File: config.mk
export PLATFORM = sky130hd
export DESIGN_NAME = draw_ball
export DESIGN_NICKNAME = d
export VERILOG_FILES = /design/src/rtl/draw_ball.sv
export SDC_FILE = /design/constraint.sdc
export NUM_CORES = 1
export LEC_CHECK = 0
export ABC_AREA = 1
export BUFFER_PORTS_ARGS = -buffer_cell sky130_fd_sc_hd__buf_2
export CORE_MARGIN = 3
export CORE_UTILIZATION = 55
export DETAILED_ROUTE_END_ITERATION = 12
export PLACE_DENSITY_LB_ADDON = 0.25
export SLEW_MARGIN = 20
export SYNTH_ARGS = -nofsm -noshare
export SYNTH_HDL_FRONTEND = slang
export SYNTH_SLANG_ARGS = --single-unit
File: constraint.sdc
create_clock -name pclk -period 2.72 [get_ports pclk]
set_input_delay 0.408 -clock pclk [delete_from_list [all_inputs] [get_ports pclk]]
set_output_delay 0.408 -clock pclk [all_outputs]
set_load 0.02 [all_outputs]
File: src/rtl/draw_ball.sv
// draw_ball: overlays a bouncing ball on the upstream pixel stream.
// The ball waits centred in IDLE and launches on serve_in. In MOVE it bounces
// off the top and bottom edges. Reaching the left or right edge is a miss:
// the ball vanishes for MISS_FRAMES frames and then re-centres.
// Every output is registered, so the stream is delayed by one pclk.
// Optional macro DRAW_BALL_ROUND_EN: trims the box corners to draw a
// rounded ball. Motion and latency do not change.
module draw_ball #(
  parameter int          BALL_SIZE   = 16,
  parameter int          SPEED       = 4,
  parameter int          MISS_FRAMES = 60,
  parameter logic [11:0] BALL_RGB    = 12'hf_f_f
) (
  input  logic        pclk,
  input  logic        rst,
  input  logic [10:0] vcount_in,
  input  logic [10:0] hcount_in,
  input  logic        vsync_in,
  input  logic        hsync_in,
  input  logic        vblnk_in,
  input  logic        hblnk_in,
  input  logic [11:0] rgb_in,
  input  logic        serve_in,
  input  logic        serve_dir_in,
  output logic [10:0] vcount_out,
  output logic [10:0] hcount_out,
  output logic        vsync_out,
  output logic        hsync_out,
  output logic        vblnk_out,
  output logic        hblnk_out,
  output logic [11:0] rgb_out,
  output logic        miss_left,
  output logic        miss_right,
  output logic        busy
);

  // Comparisons use 12 bits so that position + step never wraps.
  localparam logic [11:0] BSZ    = 12'(BALL_SIZE);
  localparam logic [11:0] SPD    = 12'(SPEED);
  localparam logic [10:0] SPD_S  = 11'(SPEED);
  localparam logic [11:0] X_MAX  = 12'(1024 - BALL_SIZE);
  localparam logic [11:0] Y_MAX  = 12'(768 - BALL_SIZE);
  localparam logic [10:0] Y_MAX_S = 11'(768 - BALL_SIZE);
  localparam logic [10:0] X_MID  = 11'((1024 - BALL_SIZE) / 2);
  localparam logic [10:0] Y_MID  = 11'((768 - BALL_SIZE) / 2);
  localparam int          CW     = (MISS_FRAMES > 1) ? $clog2(MISS_FRAMES) : 1;
  localparam logic [CW-1:0] CNT_LAST = CW'(MISS_FRAMES - 1);

  typedef enum logic [1:0] {IDLE = 2'd0, MOVE = 2'd1, MISS = 2'd2} state_t;

  state_t        state, state_nxt;
  logic [10:0]   ball_x, ball_y, x_nxt, y_nxt;
  logic          dir_x, dir_y, dx_nxt, dy_nxt;   // dir_x 1 = right, dir_y 1 = down
  logic [CW-1:0] cnt, cnt_nxt;

  logic          frame_tick;
  logic [11:0]   x_ext, y_ext;
  logic          hit_right, hit_left, miss_now, miss_done;
  logic          in_box, corner_cut, draw;
  logic [11:0]   rgb_nxt;

  assign frame_tick = (vcount_in == 11'd768) && (hcount_in == 11'd0);
  assign x_ext      = {1'b0, ball_x};
  assign y_ext      = {1'b0, ball_y};

  // A miss is decided before any subtraction, so the ball never leaves the screen.
  assign hit_right = dir_x  && ((x_ext + SPD) > X_MAX);
  assign hit_left  = !dir_x && (x_ext < SPD);
  assign miss_now  = (state == MOVE) && frame_tick && (hit_right || hit_left);
  assign miss_done = (state == MISS) && frame_tick && (cnt == CNT_LAST);

  // State register
  always_ff @(posedge pclk) begin
    if (rst) state <= IDLE;
    else     state <= state_nxt;
  end

  // Next-state logic
  always_comb begin
    state_nxt = state;
    unique case (state)
      IDLE:    if (serve_in)  state_nxt = MOVE;
      MOVE:    if (miss_now)  state_nxt = MISS;
      MISS:    if (miss_done) state_nxt = IDLE;
      default: state_nxt = IDLE;
    endcase
  end

  // Next ball position, direction and miss-frame count
  always_comb begin
    x_nxt   = ball_x;
    y_nxt   = ball_y;
    dx_nxt  = dir_x;
    dy_nxt  = dir_y;
    cnt_nxt = cnt;
    unique case (state)
      IDLE: begin
        x_nxt = X_MID;
        y_nxt = Y_MID;
        if (serve_in) begin
          dx_nxt = serve_dir_in;
          dy_nxt = 1'b1;
        end
      end
      MOVE: begin
        if (miss_now) begin
          // A miss wins: the vertical move on this tick is dropped.
          cnt_nxt = '0;
        end else if (frame_tick) begin
          x_nxt = dir_x ? (ball_x + SPD_S) : (ball_x - SPD_S);
          if (dir_y) begin
            if ((y_ext + SPD) > Y_MAX) begin
              y_nxt  = Y_MAX_S;
              dy_nxt = 1'b0;
            end else begin
              y_nxt = ball_y + SPD_S;
            end
          end else begin
            if (y_ext < SPD) begin
              y_nxt  = '0;
              dy_nxt = 1'b1;
            end else begin
              y_nxt = ball_y - SPD_S;
            end
          end
        end
      end
      MISS: begin
        if (miss_done) begin
          x_nxt   = X_MID;
          y_nxt   = Y_MID;
          cnt_nxt = '0;
        end else if (frame_tick) begin
          cnt_nxt = cnt + 1'b1;
        end
      end
      default: ;
    endcase
  end

  // Ball position, direction and miss-frame counter registers
  always_ff @(posedge pclk) begin
    if (rst) begin
      ball_x <= X_MID;
      ball_y <= Y_MID;
      dir_x  <= 1'b1;
      dir_y  <= 1'b1;
      cnt    <= '0;
    end else begin
      ball_x <= x_nxt;
      ball_y <= y_nxt;
      dir_x  <= dx_nxt;
      dir_y  <= dy_nxt;
      cnt    <= cnt_nxt;
    end
  end

  // Test whether the current pixel falls inside the ball's bounding box
  always_comb begin
    in_box = ({1'b0, hcount_in} >= x_ext) && ({1'b0, hcount_in} < (x_ext + BSZ)) &&
             ({1'b0, vcount_in} >= y_ext) && ({1'b0, vcount_in} < (y_ext + BSZ));
  end

`ifdef DRAW_BALL_ROUND_EN
  localparam logic [10:0] B_LAST  = 11'(BALL_SIZE - 1);
  localparam logic [11:0] QUARTER = 12'(BALL_SIZE / 4);
  logic [10:0] off_x, off_y, edge_x, edge_y;

  // Distance to the nearest box edge on each axis. Small sums mark corner pixels.
  // Offsets are meaningless outside the box, but in_box masks that case.
  always_comb begin
    off_x      = hcount_in - ball_x;
    off_y      = vcount_in - ball_y;
    edge_x     = (off_x < (B_LAST - off_x)) ? off_x : (B_LAST - off_x);
    edge_y     = (off_y < (B_LAST - off_y)) ? off_y : (B_LAST - off_y);
    corner_cut = ({1'b0, edge_x} + {1'b0, edge_y}) < QUARTER;
  end
`else
  assign corner_cut = 1'b0;
`endif

  // Pixel composite: ball colour over the background while visible
  always_comb begin
    draw    = in_box && !corner_cut && (state != MISS) && !vblnk_in && !hblnk_in;
    rgb_nxt = draw ? BALL_RGB : rgb_in;
  end

  // Output register: one-cycle delay of the timing stream plus status pulses
  always_ff @(posedge pclk) begin
    if (rst) begin
      vcount_out <= '0;
      hcount_out <= '0;
      vsync_out  <= 1'b0;
      hsync_out  <= 1'b0;
      vblnk_out  <= 1'b0;
      hblnk_out  <= 1'b0;
      rgb_out    <= '0;
      miss_left  <= 1'b0;
      miss_right <= 1'b0;
      busy       <= 1'b0;
    end else begin
      vcount_out <= vcount_in;
      hcount_out <= hcount_in;
      vsync_out  <= vsync_in;
      hsync_out  <= hsync_in;
      vblnk_out  <= vblnk_in;
      hblnk_out  <= hblnk_in;
      rgb_out    <= rgb_nxt;
      miss_left  <= miss_now && !dir_x;
      miss_right <= miss_now && dir_x;
      busy       <= (state != IDLE);
    end
  end

endmodule

* After elaboration in Yosys (flattened, before gate mapping)
Index checks and enable logic that the tools add are counted.
** Word-level totals
- Memories kept :: 0
- Logic and storage cells :: 102
- Output and inout port bits :: 41
- Memory bits (writable) :: 0
- Memory bits (read-only) :: 0
- Latch bits :: 0
- Register bits :: 73
** Operators by class
- Reduce and logical (&&, ||, !) cells :: 30
- Multiply operators :: 0
- Add/subtract/negate cells :: 9
- Bitwise gates (word level) :: 0
- Divide/modulo/power cells :: 0
- Eq/ne operators :: 11
- Shift-type cells :: 0
- Mux-type cells :: 28
- $lt $le $gt $ge :: 8
** Operators with widths (count)
- two-way mux 11 bit :: 10
- case mux 11 bit (3 select lines) :: 2
- adder 11 x 3 -> 12 bit, second input constant :: 2
- adder 11 x 5 -> 12 bit, second input constant :: 2
- > comparator 12 x 10 -> 1 bit, second input constant :: 2
- less-than comparator 11 x 12 -> 1 bit :: 2
- adder 11 x 3 -> 11 bit, second input constant :: 2
- >= comparator 11 bit :: 2
- less-than comparator 11 x 3 -> 1 bit, second input constant :: 2
- subtractor 11 x 3 -> 11 bit, second input constant :: 2
- two-way mux 6 bit :: 3
- logical AND 1 bit :: 15
- two-way mux 12 bit :: 1
- inequality test 2 bit, second input constant :: 6
- case mux 6 bit (2 select lines) :: 1
- equality test 11 x 10 -> 1 bit, second input constant :: 1
- logical NOT 11 bit :: 1
- AND reduction 4 bit :: 2
- adder 6 x 1 -> 6 bit, second input constant :: 1
- equality test 6 bit, second input constant :: 1
- two-way mux 1 bit :: 6
- two-way mux 2 bit :: 3
- case mux 2 bit (3 select lines) :: 1
- AND reduction 3 bit :: 2
- 10 further kinds :: 14

* Depth between registers and ports, before layout
Gate-level depths: netlist (run 1).
- Depth in word-level cells :: 9
- Mapped depth :: 14
- Gate-level depth less buffers :: 14

* Worst setup path after synthesis (run 1)
OpenSTA, ideal clock, no wires.
- Path kind :: reg-to-reg
- Start :: register ball_x[4]
- End :: register rgb_out[0]
- Data required time :: 2581 ps
- Stages on the path, launching flop included :: 14
- Arrival :: 2044 ps
- Setup slack :: 537 ps
- Path through :: dfxtp_1 > ha_1 > nor2_1 > or2_2 > ha_1 > nand2_1 > o21a_1 > nor2_1 > nor2_1 > nand3_1 > nor2_1 > nand2_1 > buf_4 > a21oi_2
** Between the ends
- Longest elaborated chain between the ends :: 9
** Ends and longest elaborated chain
- from (decl) :: RTL line 52 : logic [10:0] ball_x, ball_y, x_nxt, y_nxt;
- from (signal assigned) :: RTL line 150 : ball_x <= x_nxt;
- adder 11 x 5 -> 12 bit :: RTL line 160 : in_box = ({1'b0, hcount_in} >= x_ext) && ({1'b0, hcount_in} < (x_ext + BSZ)) &&
- less-than comparator 11 x 12 -> 1 bit :: RTL line 160
- logical AND 1 bit (*) (2 in a row) :: RTL line 160
- logical AND 1 bit (*) :: RTL line 161 : ({1'b0, vcount_in} >= y_ext) && ({1'b0, vcount_in} < (y_ext + BSZ));
- logical AND 1 bit (*) (3 in a row) :: RTL line 184 : draw = in_box && !corner_cut && (state != MISS) && !vblnk_in && !hblnk_in;
- two-way mux 12 bit (*) :: RTL line 185 : rgb_nxt = draw ? BALL_RGB : rgb_in;
- to (signal assigned) :: RTL line 208 : rgb_out <= rgb_nxt;
- to (decl) :: RTL line 31 : output logic [11:0] rgb_out,
Every way passes the cells marked *; elsewhere a longest branch is shown, timed or not.
A chain may end at the register's enable or synchronous reset.

* Worst setup path in the final report (run 1)
- Start :: register ball_x[4]
- End :: register rgb_out[6]
Same word-level chain as after synthesis.

==> results of run 1 <==
[through the flow]
stage	hold slack (ns)	worst slack [ns]	instances
2_1_floorplan	0.466	0.537	647
3_3_place_gp	0.481	0.386	821
3_5_place_dp	0.495	0.236	821
4_1_cts	0.239	0.213	837
5_1_grt	0.248	0.0853	837
6_report	0.252	0.267	837
[Yosys cell counts (8+ instances only)]
| library cell | instances |
|---|---|
| dfxtp_1 | 69 |
| o21ai_0 | 18 |
| a21oi_1 | 44 |
| ha_1 | 41 |
| a21oi_2 | 13 |
| nand2_1 | 127 |
| nand4_1 | 9 |
| o211ai_1 | 11 |
| nor3_1 | 8 |
| nor2_1 | 98 |
| inv_1 | 77 |
| xor2_1 | 15 |
| nand3_1 | 52 |
[cells by family after synthesis]
kind of cell,Yosys count,share of synthesized area
xor+xnor,20,0.0394
simple gates,317,0.309
fa+ha+maj,41,0.115
flops,69,0.311
compound gates,98,0.133
buf+inv,102,0.0918
[flip-flops by register name, indices dropped and copies added (netlist names), 2 cells and up]
signal	count
ball_x	9
ball_y	9
cnt	6
hcount_out	11
rgb_out	12
state	2
vcount_out	11
[worst paths after layout]
| check | startpoint | end | slack [ns] | cells after the start |
|---|---|---|---|---|
| worst min register to register | cnt[5]$_SDFFE_PP0P_ | cnt[5]$_SDFFE_PP0P_ | 0.50 | 2 |
| worst max register to register | ball_x[4]$_SDFFE_PP1P_ | rgb_out[6]$_SDFF_PP0_ | 0.27 | 14 |
| worst max-delay path | ball_x[4]$_SDFFE_PP1P_ | rgb_out[6]$_SDFF_PP0_ | 0.27 | 14 |
| worst min-delay path | hsync_in | hsync_out$_SDFF_PP0_ | 0.25 | 3 |
[tightest hold or removal path, stage by stage]
cell and delay [ns]:
buf_2 0.10, inv_1 0.04, nor2_1 0.03
[metal layers]
layer	vias up	track usage	wire length, um
met5	-	0	0
met4	0	0.0818	136
met3	12	0.0532	817
met2	171	0.417	5350
met1	2054	0.332	5100
li1	2261	-	-
[final cells by class]
cell class | count | area share
Tap cell | 102 | 0.0247
Clock inverter | 6 | 0.0181
Timing Repair Buffer | 88 | 0.0880
Clock buffer | 10 | 0.0266
Inverter | 86 | 0.0624
Multi-Input combinational cell | 476 | 0.513
Sequential cell | 69 | 0.267
[where the power goes]
group          switching, mW  internal (mW)
Clock                  0.435          0.549
Combinational          0.576          0.338
Sequential            0.0826           1.08
[timing repair]
item | in CTS | in global routing
endpoints found under the setup margin | 0 | 1
setup buffers | 0 | 0
endpoints found under the hold margin | 0 | 0
resized for setup | 0 | 1
hold buffers | 0 | 0
==> flow_summary.json, run 1 <==
{
  "initial_core_util": 0.572,
  "wl_per_cell_um": 13.6,
  "synth-async-reset-ratio": 0,
  "cp-end-kind": "flip-flop",
  "finalCritPeriodShare": 0.902,
  "synth_top_cell_area_share": 0.311,
  "design_area_um2": 5170,
  "rows": 32,
  "port_buffers": 82,
  "cts_htree_levels": 3,
  "syn2layout_area_growth_pct": 16.4,
  "fin_util": 0.666,
  "antenna_found_initial": 0,
  "setup-tns-final_ns": 0,
  "cpPeakStageDelay_ns": 0.52,
  "drc": 0,
  "path_clk_slew_ns": 0.08,
  "cp-start-kind": "flip-flop",
  "finalPower_mw": 3.06,
  "multi_input_area_um2": 2650,
  "drive_gt1_frac": 0.195,
  "fin_crit_ns": 2.45,
  "numCtsBuffers": 9,
  "ys_seq_elements": 69,
  "crit_family": "simple AND/OR/NAND/NOR gates",
  "synth_edf_count": 0,
  "slowest_stage": "dfxtp_1",
  "synth_fp_nets": 730,
  "synthFlopType": "dfxtp_1",
  "cp.arrival_ns": 2.73,
  "gp_congestion": 0.938,
  "dr.pass1.iters": 7,
  "io-pin-count": 83,
  "nNetsFinal": 813,
  "synth_area_um2": 4440,
  "clkSinkCount": 69,
  "synth_area_per_cell_um2": 6.87,
  "vias_per_cell": 5.37,
  "hold_violations": 0,
  "cts-root-buf": "clkbuf_8",
  "min_path_type": "in -> reg",
  "worstPathCellList": "ha_1 > nand2_2 > nor2_2 > xor2_1 > ha_1 > nand2_1 > nand3b_1 > nor2_1 > nor2_1 > nand3_1 > nor2_1 > nand2_1 > buf_4 > a21oi_1",
  "first_iter_violations": 364,
  "critPathMaxFanout": 12,
  "crit_type": "reg -> reg",
  "synth_cells": 647,
  "slew_headroom": 0.664,
  "ys.warnings.count": 0,
  "status": "complete, no violations",
  "required_ns": 3.00,
  "regArea_um2": 1380,
  "cp_common_cell": "nor2_1",
  "irDropWorstVdd_v": 0.000379,
  "layout_commonest_cell": "nand2_1",
  "placed_cell_area_um2": 4940,
  "worst-path-buf-inv": 1,
  "powerDensity_nw_per_um2": 592,
  "die-area_um2": 9190,
  "vias": 4498,
  "fillers": 709,
  "yosys.area.top_type": "dfxtp_1",
  "leakage_nw": 2.62,
  "grt_start_max_net_pins": 28,
  "overflow": 0,
  "antennaDiodeCount": 0,
  "grt_util_all_layers": 0.254,
  "coreArea_um2": 7770,
  "die_w_um": 95.9,
  "max_cap_viol_count": 0,
  "rsz0062_at_grt": "no",
  "clk_latency_ns": 0.36,
  "dpl.hpwl_um": 8710,
  "skew_ns": 0.0111,
  "worst-slew-pin-transition_ns": 0.503,
  "grt_pass1_wl_um": 18500,
  "ys_seq_area_frac": 0.311,
  "synth.distinct_cells": 38,
  "synthTopCellsByArea": "dfxtp_1, ha_1, nand2_1, nor2_1, inv_1",
  "drtAntennaViolNets": 0,
  "grt_pass1_vias": 4119,
  "slew_viol_final": 0,
  "fp.dieH_um": 95.9,
  "cts_buffer_depth": 2,
  "most-common-layout-cells": "nand2_1, nor2_1, buf_2, inv_1, dfxtp_1",
  "setup_viol": 0,
  "fmax_mhz": 408,
  "drt_wl_total_um": 11400,
  "cts_tree": "done"
}
Note: power is estimated with default switching activity, not from simulation.
==> run 2, diff against run 1 <==
--- a/config.mk
+++ b/config.mk
@@ -5,7 +5,6 @@
 export SDC_FILE = /design/constraint.sdc
 export NUM_CORES = 1
 export LEC_CHECK = 0
-export ABC_AREA = 1
 export BUFFER_PORTS_ARGS = -buffer_cell sky130_fd_sc_hd__buf_2
 export CORE_MARGIN = 3
 export CORE_UTILIZATION = 55
==> flow_summary.json, run 2 <==
{
  "status": "complete, no violations",
  "ys.warnings.count": 0,
  "cp-start-kind": "flip-flop",
  "dpl.hpwl_um": 7910,
  "irDropWorstVdd_v": 0.000383,
  "crit_type": "reg -> reg",
  "cts-root-buf": "clkbuf_8",
  "cp.arrival_ns": 2.82,
  "gp_congestion": 0.914,
  "vias": 4004,
  "grt_start_max_net_pins": 70,
  "design_area_um2": 5110,
  "yosys.area.top_type": "dfxtp_1",
  "instances_no_fill": 700,
  "combPwrFrac": 0.105,
  "drive_gt1_frac": 0.256,
  "ys_seq_area_frac": 0.333,
  "max_cap_viol_count": 0,
  "rows": 31,
  "coreArea_um2": 7290,
  "hold_depth": 2,
  "synth-async-reset-ratio": 0,
  "slew_viol_final": 0,
  "hold_violations": 0,
  "numCtsBuffers": 9,
  "regMostFlops": "rgb_out",
  "pwr-share-seq": 0.440,
  "post-cts-setup-buffers": 0,
  "fin_crit_ns": 2.58,
  "p_sw_frac": 0.230,
  "finalCritPeriodShare": 0.950,
  "hold_buffers": 0,
  "setup_viol": 0,
  "worst-path-buf-inv": 1,
  "reg2reg_slack_ns": 0.14,
  "cp-end-kind": "flip-flop",
  "clkPwrFrac": 0.455,
  "ys_seq_elements": 69,
  "dr.pass1.iters": 5,
  "leakage_nw": 2.30,
  "most-common-layout-cells": "buf_2, dfxtp_1, ha_1, inv_1, buf_4",
  "first_iter_violations": 344,
  "reg.largest.list": "rgb_out x12, hcount_out x11, vcount_out x11",
  "synthTopCellsByCount": "dfxtp_1, ha_1, inv_1",
  "layout_commonest_cell": "buf_2",
  "reg2reg_from": "ball_x[2]$_SDFFE_PP0P_",
  "synth_area_per_cell_um2": 8.40,
  "clkSinkCount": 69,
  "synth.distinct_cells": 68,
  "fp.dieH_um": 92.9,
  "synth_area_um2": 4150,
  "overflow": 0,
  "dp_cells": 684,
  "drtAntennaViolNets": 0,
  "holdPathEnd": "hsync_out$_SDFF_PP0_",
  "placed_cell_area_um2": 4830,
  "antennaDiodeCount": 0,
  "synthFlopType": "dfxtp_1",
  "slew_headroom": 0.568,
  "drt_wl_total_um": 10500,
  "worstPathCellList": "or4_1 > or4_4 > nor4_4 > a21oi_2 > o21ai_2 > buf_4 > nand2b_1 > o22a_1",
  "setup-tns-final_ns": 0,
  "nNetsFinal": 679,
  "required_ns": 2.96,
  "synth.most_common_cell": "dfxtp_1",
  "synth_cells": 494,
  "synth_fp_nets": 577,
  "port_buffers": 82,
  "grt_pass1_vias": 3761,
  "skew_ns": 0.00740,
  "synth_top_cell_area_share": 0.333,
  "slowest_stage": "or4_1",
  "cts_htree_levels": 3,
  "initial_core_util": 0.569,
  "cpPeakStageDelay_ns": 0.56,
  "r2r_end": "ball_y[4]$_SDFFE_PP1P_",
  "powerDensity_nw_per_um2": 470,
  "drc": 0,
  "min_path_type": "in -> reg",
  "die-area_um2": 8620,
  "rsz0062_at_grt": "no",
  "critPathMaxFanout": 8,
  "cts_buffer_depth": 2,
  "fmax_mhz": 387,
  "p_int_mw": 1.85,
  "path_clk_slew_ns": 0.07,
  "cp.depth": 8,
  "power.net_switching_mw": 0.551,
  "clk_latency_ns": 0.34,
  "antenna_found_initial": 0,
  "synth_edf_count": 0,
  "cts_tree": "done",
  "crit_family": "simple AND/OR/NAND/NOR gates",
  "syn2layout_area_growth_pct": 23.1,
  "synthTopCellsByArea": "dfxtp_1, ha_1, nor2b_1, o21ai_0, a21oi_1",
  "largest_reg_flops": 12,
  "wl_per_cell_um": 15.0,
  "min_from": "hsync_in",
  "io-pin-count": 83,
  "whs_ns": 0.276,
  "grt_util_all_layers": 0.241,
  "vias_per_cell": 5.72,
  "die_w_um": 92.9,
  "grt_pass1_wl_um": 17000,
  "ff2ff_path_depth": 8,
  "worst-slew-pin-transition_ns": 0.648
}
## run 2: cell type report
class / count / area (um2)
multi-input combinational: 358 / 2510
sequential: 69 / 1390
clock buffer: 9 / 124
tap: 99 / 124
fill: 593 / 2190
timing repair buffer: 117 / 673
clock inverter: 7 / 138
inverter: 41 / 154
## run 2: cell families after synthesis
| kind of cell | synth area share |
|---|---|
| AOI/OAI and AO/OA | 0.205 |
| DFF | 0.333 |
| xor gates and xnor gates | 0.0296 |
| and+or+nand+nor | 0.234 |
| muxes | 0.00995 |
| buffers and inverters | 0.0651 |
| adders and majority gates | 0.124 |
## run 2: repair_timing
action                     CTS  global route
pin swaps                    0             1
gates resized for setup      1             5
setup endpoints to repair   12            12
## run 2: layer usage
metal  wire, um  global-route usage  vias to the layer above
met5          0                   0                        -
met4        198               0.105                        0
met3        822              0.0520                       23
met2       4750               0.393                      187
met1       4740               0.305                     1808
li1           -                   -                     1986
## run 2: worst reg2reg max path, stage by stage, from the launching register on
cell and delay, ns:
dfxtp_1 0.36, or4_1 0.56, or4_4 0.48, nor4_4 0.26
a21oi_2 0.07, o21ai_2 0.18, buf_4 0.15, nand2b_1 0.19
o22a_1 0.26
## run 2: how the worst max path moves through the flow
stage,from,to,slack (ns)
2_1_floorplan,ball_y[7]$_SDFFE_PP0P_,rgb_out[1]$_SDFF_PP0_,0.04
3_3_place_gp,ball_x[2]$_SDFFE_PP0P_,ball_y[4]$_SDFFE_PP1P_,0.19
3_5_place_dp,ball_x[4]$_SDFFE_PP1P_,rgb_out[3]$_SDFF_PP0_,0.005
4_1_cts,ball_x[4]$_SDFFE_PP1P_,rgb_out[3]$_SDFF_PP0_,0.03
5_1_grt,ball_y[7]$_SDFFE_PP0P_,rgb_out[6]$_SDFF_PP0_,0.004
6_report,ball_x[2]$_SDFFE_PP0P_,ball_y[4]$_SDFFE_PP1P_,0.14
## run 2: power groups by stage
| stage | sequential, mW | clock (mW) | combinational, mW |
|---|---|---|---|
| CTS | 1.06 | 1.10 | 0.252 |
| finish | 1.06 | 1.09 | 0.252 |
| floorplan | 1.12 | 0 | 0.108 |
| global route | 1.06 | 1.14 | 0.278 |
| global placement | 1.08 | 0 | 0.242 |
| detailed placement | 1.08 | 0 | 0.251 |
## run 2: through the flow
step,setup WS [ns],total power [mW],utilization
floorplan,0.0390,1.22,-
global placement,0.190,1.32,0.662
detailed placement,0.00499,1.33,0.662
CTS,0.0263,2.41,0.698
global route,0.00428,2.48,0.700
finish,0.136,2.40,0.700
==> run 3, diff against run 2 <==
--- a/config.mk
+++ b/config.mk
@@ -10,6 +10,7 @@
 export CORE_UTILIZATION = 55
 export DETAILED_ROUTE_END_ITERATION = 12
 export PLACE_DENSITY_LB_ADDON = 0.25
+export SETUP_SLACK_MARGIN = 0.3
 export SLEW_MARGIN = 20
 export SYNTH_ARGS = -nofsm -noshare
 export SYNTH_HDL_FRONTEND = slang
==> flow_summary.json, run 3 (same netlist as run 2, synthesis figures left out) <==
{
  "vias_per_cell": 5.83,
  "cts_tree": "done",
  "powerDensity_nw_per_um2": 422,
  "first_iter_violations": 228,
  "drtAntennaViolNets": 0,
  "initial_core_util": 0.569,
  "port_buffers": 82,
  "slew_viol_final": 0,
  "syn2layout_area_growth_pct": 23.9,
  "fp.dieH_um": 92.9,
  "required_ns": 2.95,
  "slew_headroom": 0.580,
  "fin_crit_ns": 2.46,
  "overflow": 0,
  "skew_ns": 0.00674,
  "cp-start-kind": "flip-flop",
  "crit_type": "reg -> reg",
  "regMostFlops": "rgb_out",
  "grt_pass1_wl_um": 18100,
  "cp.arrival_ns": 2.69,
  "max_cap_viol_count": 0,
  "antenna_found_initial": 0,
  "largest_reg_flops": 12,
  "critPathMaxFanout": 6,
  "most-common-layout-cells": "buf_2, dfxtp_1, ha_1, inv_1, buf_4",
  "antennaDiodeCount": 0,
  "fillers": 623,
  "cts_htree_levels": 3,
  "layout_commonest_cell": "buf_2",
  "min_path_type": "in -> reg",
  "hold_violations": 0,
  "finalCritPeriodShare": 0.905,
  "fmax_mhz": 406,
  "dpl.hpwl_um": 8140,
  "irDropWorstVdd_v": 0.000313,
  "drt_wl_total_um": 11100,
  "die_w_um": 92.9,
  "gp_congestion": 0.874,
  "reg.largest.list": "rgb_out x12, hcount_out x11, vcount_out x11",
  "instances_no_fill": 701,
  "nNetsFinal": 680,
  "rows": 31,
  "hold_depth": 2,
  "setup_viol": 0,
  "vias": 4085,
  "coreArea_um2": 7290,
  "hold_buffers": 0,
  "io-pin-count": 83,
  "reg2reg_slack_ns": 0.26,
  "leakage_nw": 2.28,
  "path_clk_slew_ns": 0.08,
  "grt_start_max_net_pins": 44,
  "min_from": "vsync_in",
  "status": "complete, no violations",
  "numCtsBuffers": 9,
  "cts-root-buf": "clkbuf_8",
  "reg2reg_from": "ball_x[2]$_SDFFE_PP0P_",
  "cts_buffer_depth": 2,
  "clk_latency_ns": 0.35,
  "r2r_end": "ball_x[5]$_SDFFE_PP1P_",
  "ff2ff_path_depth": 7,
  "dp_cells": 678,
  "die-area_um2": 8620,
  "finalPower_mw": 2.17,
  "drive_gt1_frac": 0.296,
  "rsz0062_at_grt": "yes",
  "cp-end-kind": "flip-flop",
  "wl_per_cell_um": 15.9,
  "worst-slew-pin-transition_ns": 0.629,
  "grt_pass1_vias": 3909,
  "grt_util_all_layers": 0.259,
  "dr.pass1.iters": 5,
  "holdPathEnd": "vsync_out$_SDFF_PP0_",
  "clkSinkCount": 69,
  "drc": 0
}
-- run 3: critical path, stage by stage, from the launching register on --
cell and delay (ns):
dfxtp_4 0.36, or4_4 0.53, or4_4 0.46, nor4_4 0.23, a21oi_2 0.09, o21ai_4 0.26
nor3_1 0.08, or3_1 0.34
-- run 3: area by class of cell --
cell class,instances,area [um2],area share
clock inverters,5,60.1,0.0117
inverters,41,155,0.0302
well taps,99,124,0.0241
flip-flops and latches,69,1400,0.272
multi-input cells,358,2570,0.501
clock buffers,11,141,0.0275
repair buffers,118,684,0.133
-- run 3: stage by stage --
stage | TNS [ns] | setup slack, ns | hold slack, ns | area [um2] | util
after global routing | 0 | 0.111 | 0.273 | 5140 | 0.705
after CTS | 0 | 0.294 | 0.259 | 5080 | 0.696
after detailed placement | -0.230 | -0.0734 | 0.473 | 4800 | 0.658
after global placement | -0.0434 | -0.0434 | 0.461 | 4800 | 0.658
after floorplan | 0 | 0.304 | 0.449 | 4170 | -
final | 0 | 0.258 | 0.267 | 5140 | 0.705
-- run 3: repair_timing --
action	CTS	global route
setup buffers	5	2
pin swaps	2	4
gates resized for setup	16	16
setup endpoints to repair	30	34
-- run 3: per-layer routing --
| metal | up-vias | global-route usage | share of wire | routed length [um] |
|---|---|---|---|---|
| met5 | - | 0 | 0 | 0 |
| met4 | 0 | 0.110 | 0.026 | 292 |
| met3 | 28 | 0.0512 | 0.072 | 802 |
| met2 | 171 | 0.430 | 0.48 | 5380 |
| met1 | 1905 | 0.325 | 0.42 | 4640 |
| li1 | 1981 | - | - | - |
-- run 3: worst max path at each step --
stage / from / to / slack (ns) / cells after the start
2_1_floorplan: ball_y[8]$_SDFFE_PP1P_ / rgb_out[1]$_SDFF_PP0_ / 0.30 / 12
3_3_place_gp: vcount_in[0] / ball_y[5]$_SDFFE_PP1P_ / -0.04 / 8
3_5_place_dp: vcount_in[3] / ball_y[6]$_SDFFE_PP1P_ / -0.07 / 9
4_1_cts: ball_x[6]$_SDFFE_PP1P_ / rgb_out[7]$_SDFF_PP0_ / 0.29 / 11
5_1_grt: ball_x[6]$_SDFFE_PP1P_ / rgb_out[5]$_SDFF_PP0_ / 0.11 / 11
6_report: ball_x[2]$_SDFFE_PP0P_ / ball_x[5]$_SDFFE_PP1P_ / 0.26 / 7
-- run 3: power by group --
| group | total (mW) | leakage (nW) | internal (mW) | switching [mW] |
|---|---|---|---|---|
| Sequential | 1.05 | 0.565 | 1.04 | 0.0130 |
| Combinational | 0.257 | 1.61 | 0.105 | 0.152 |
| Clock | 0.858 | 0.0995 | 0.450 | 0.408 |
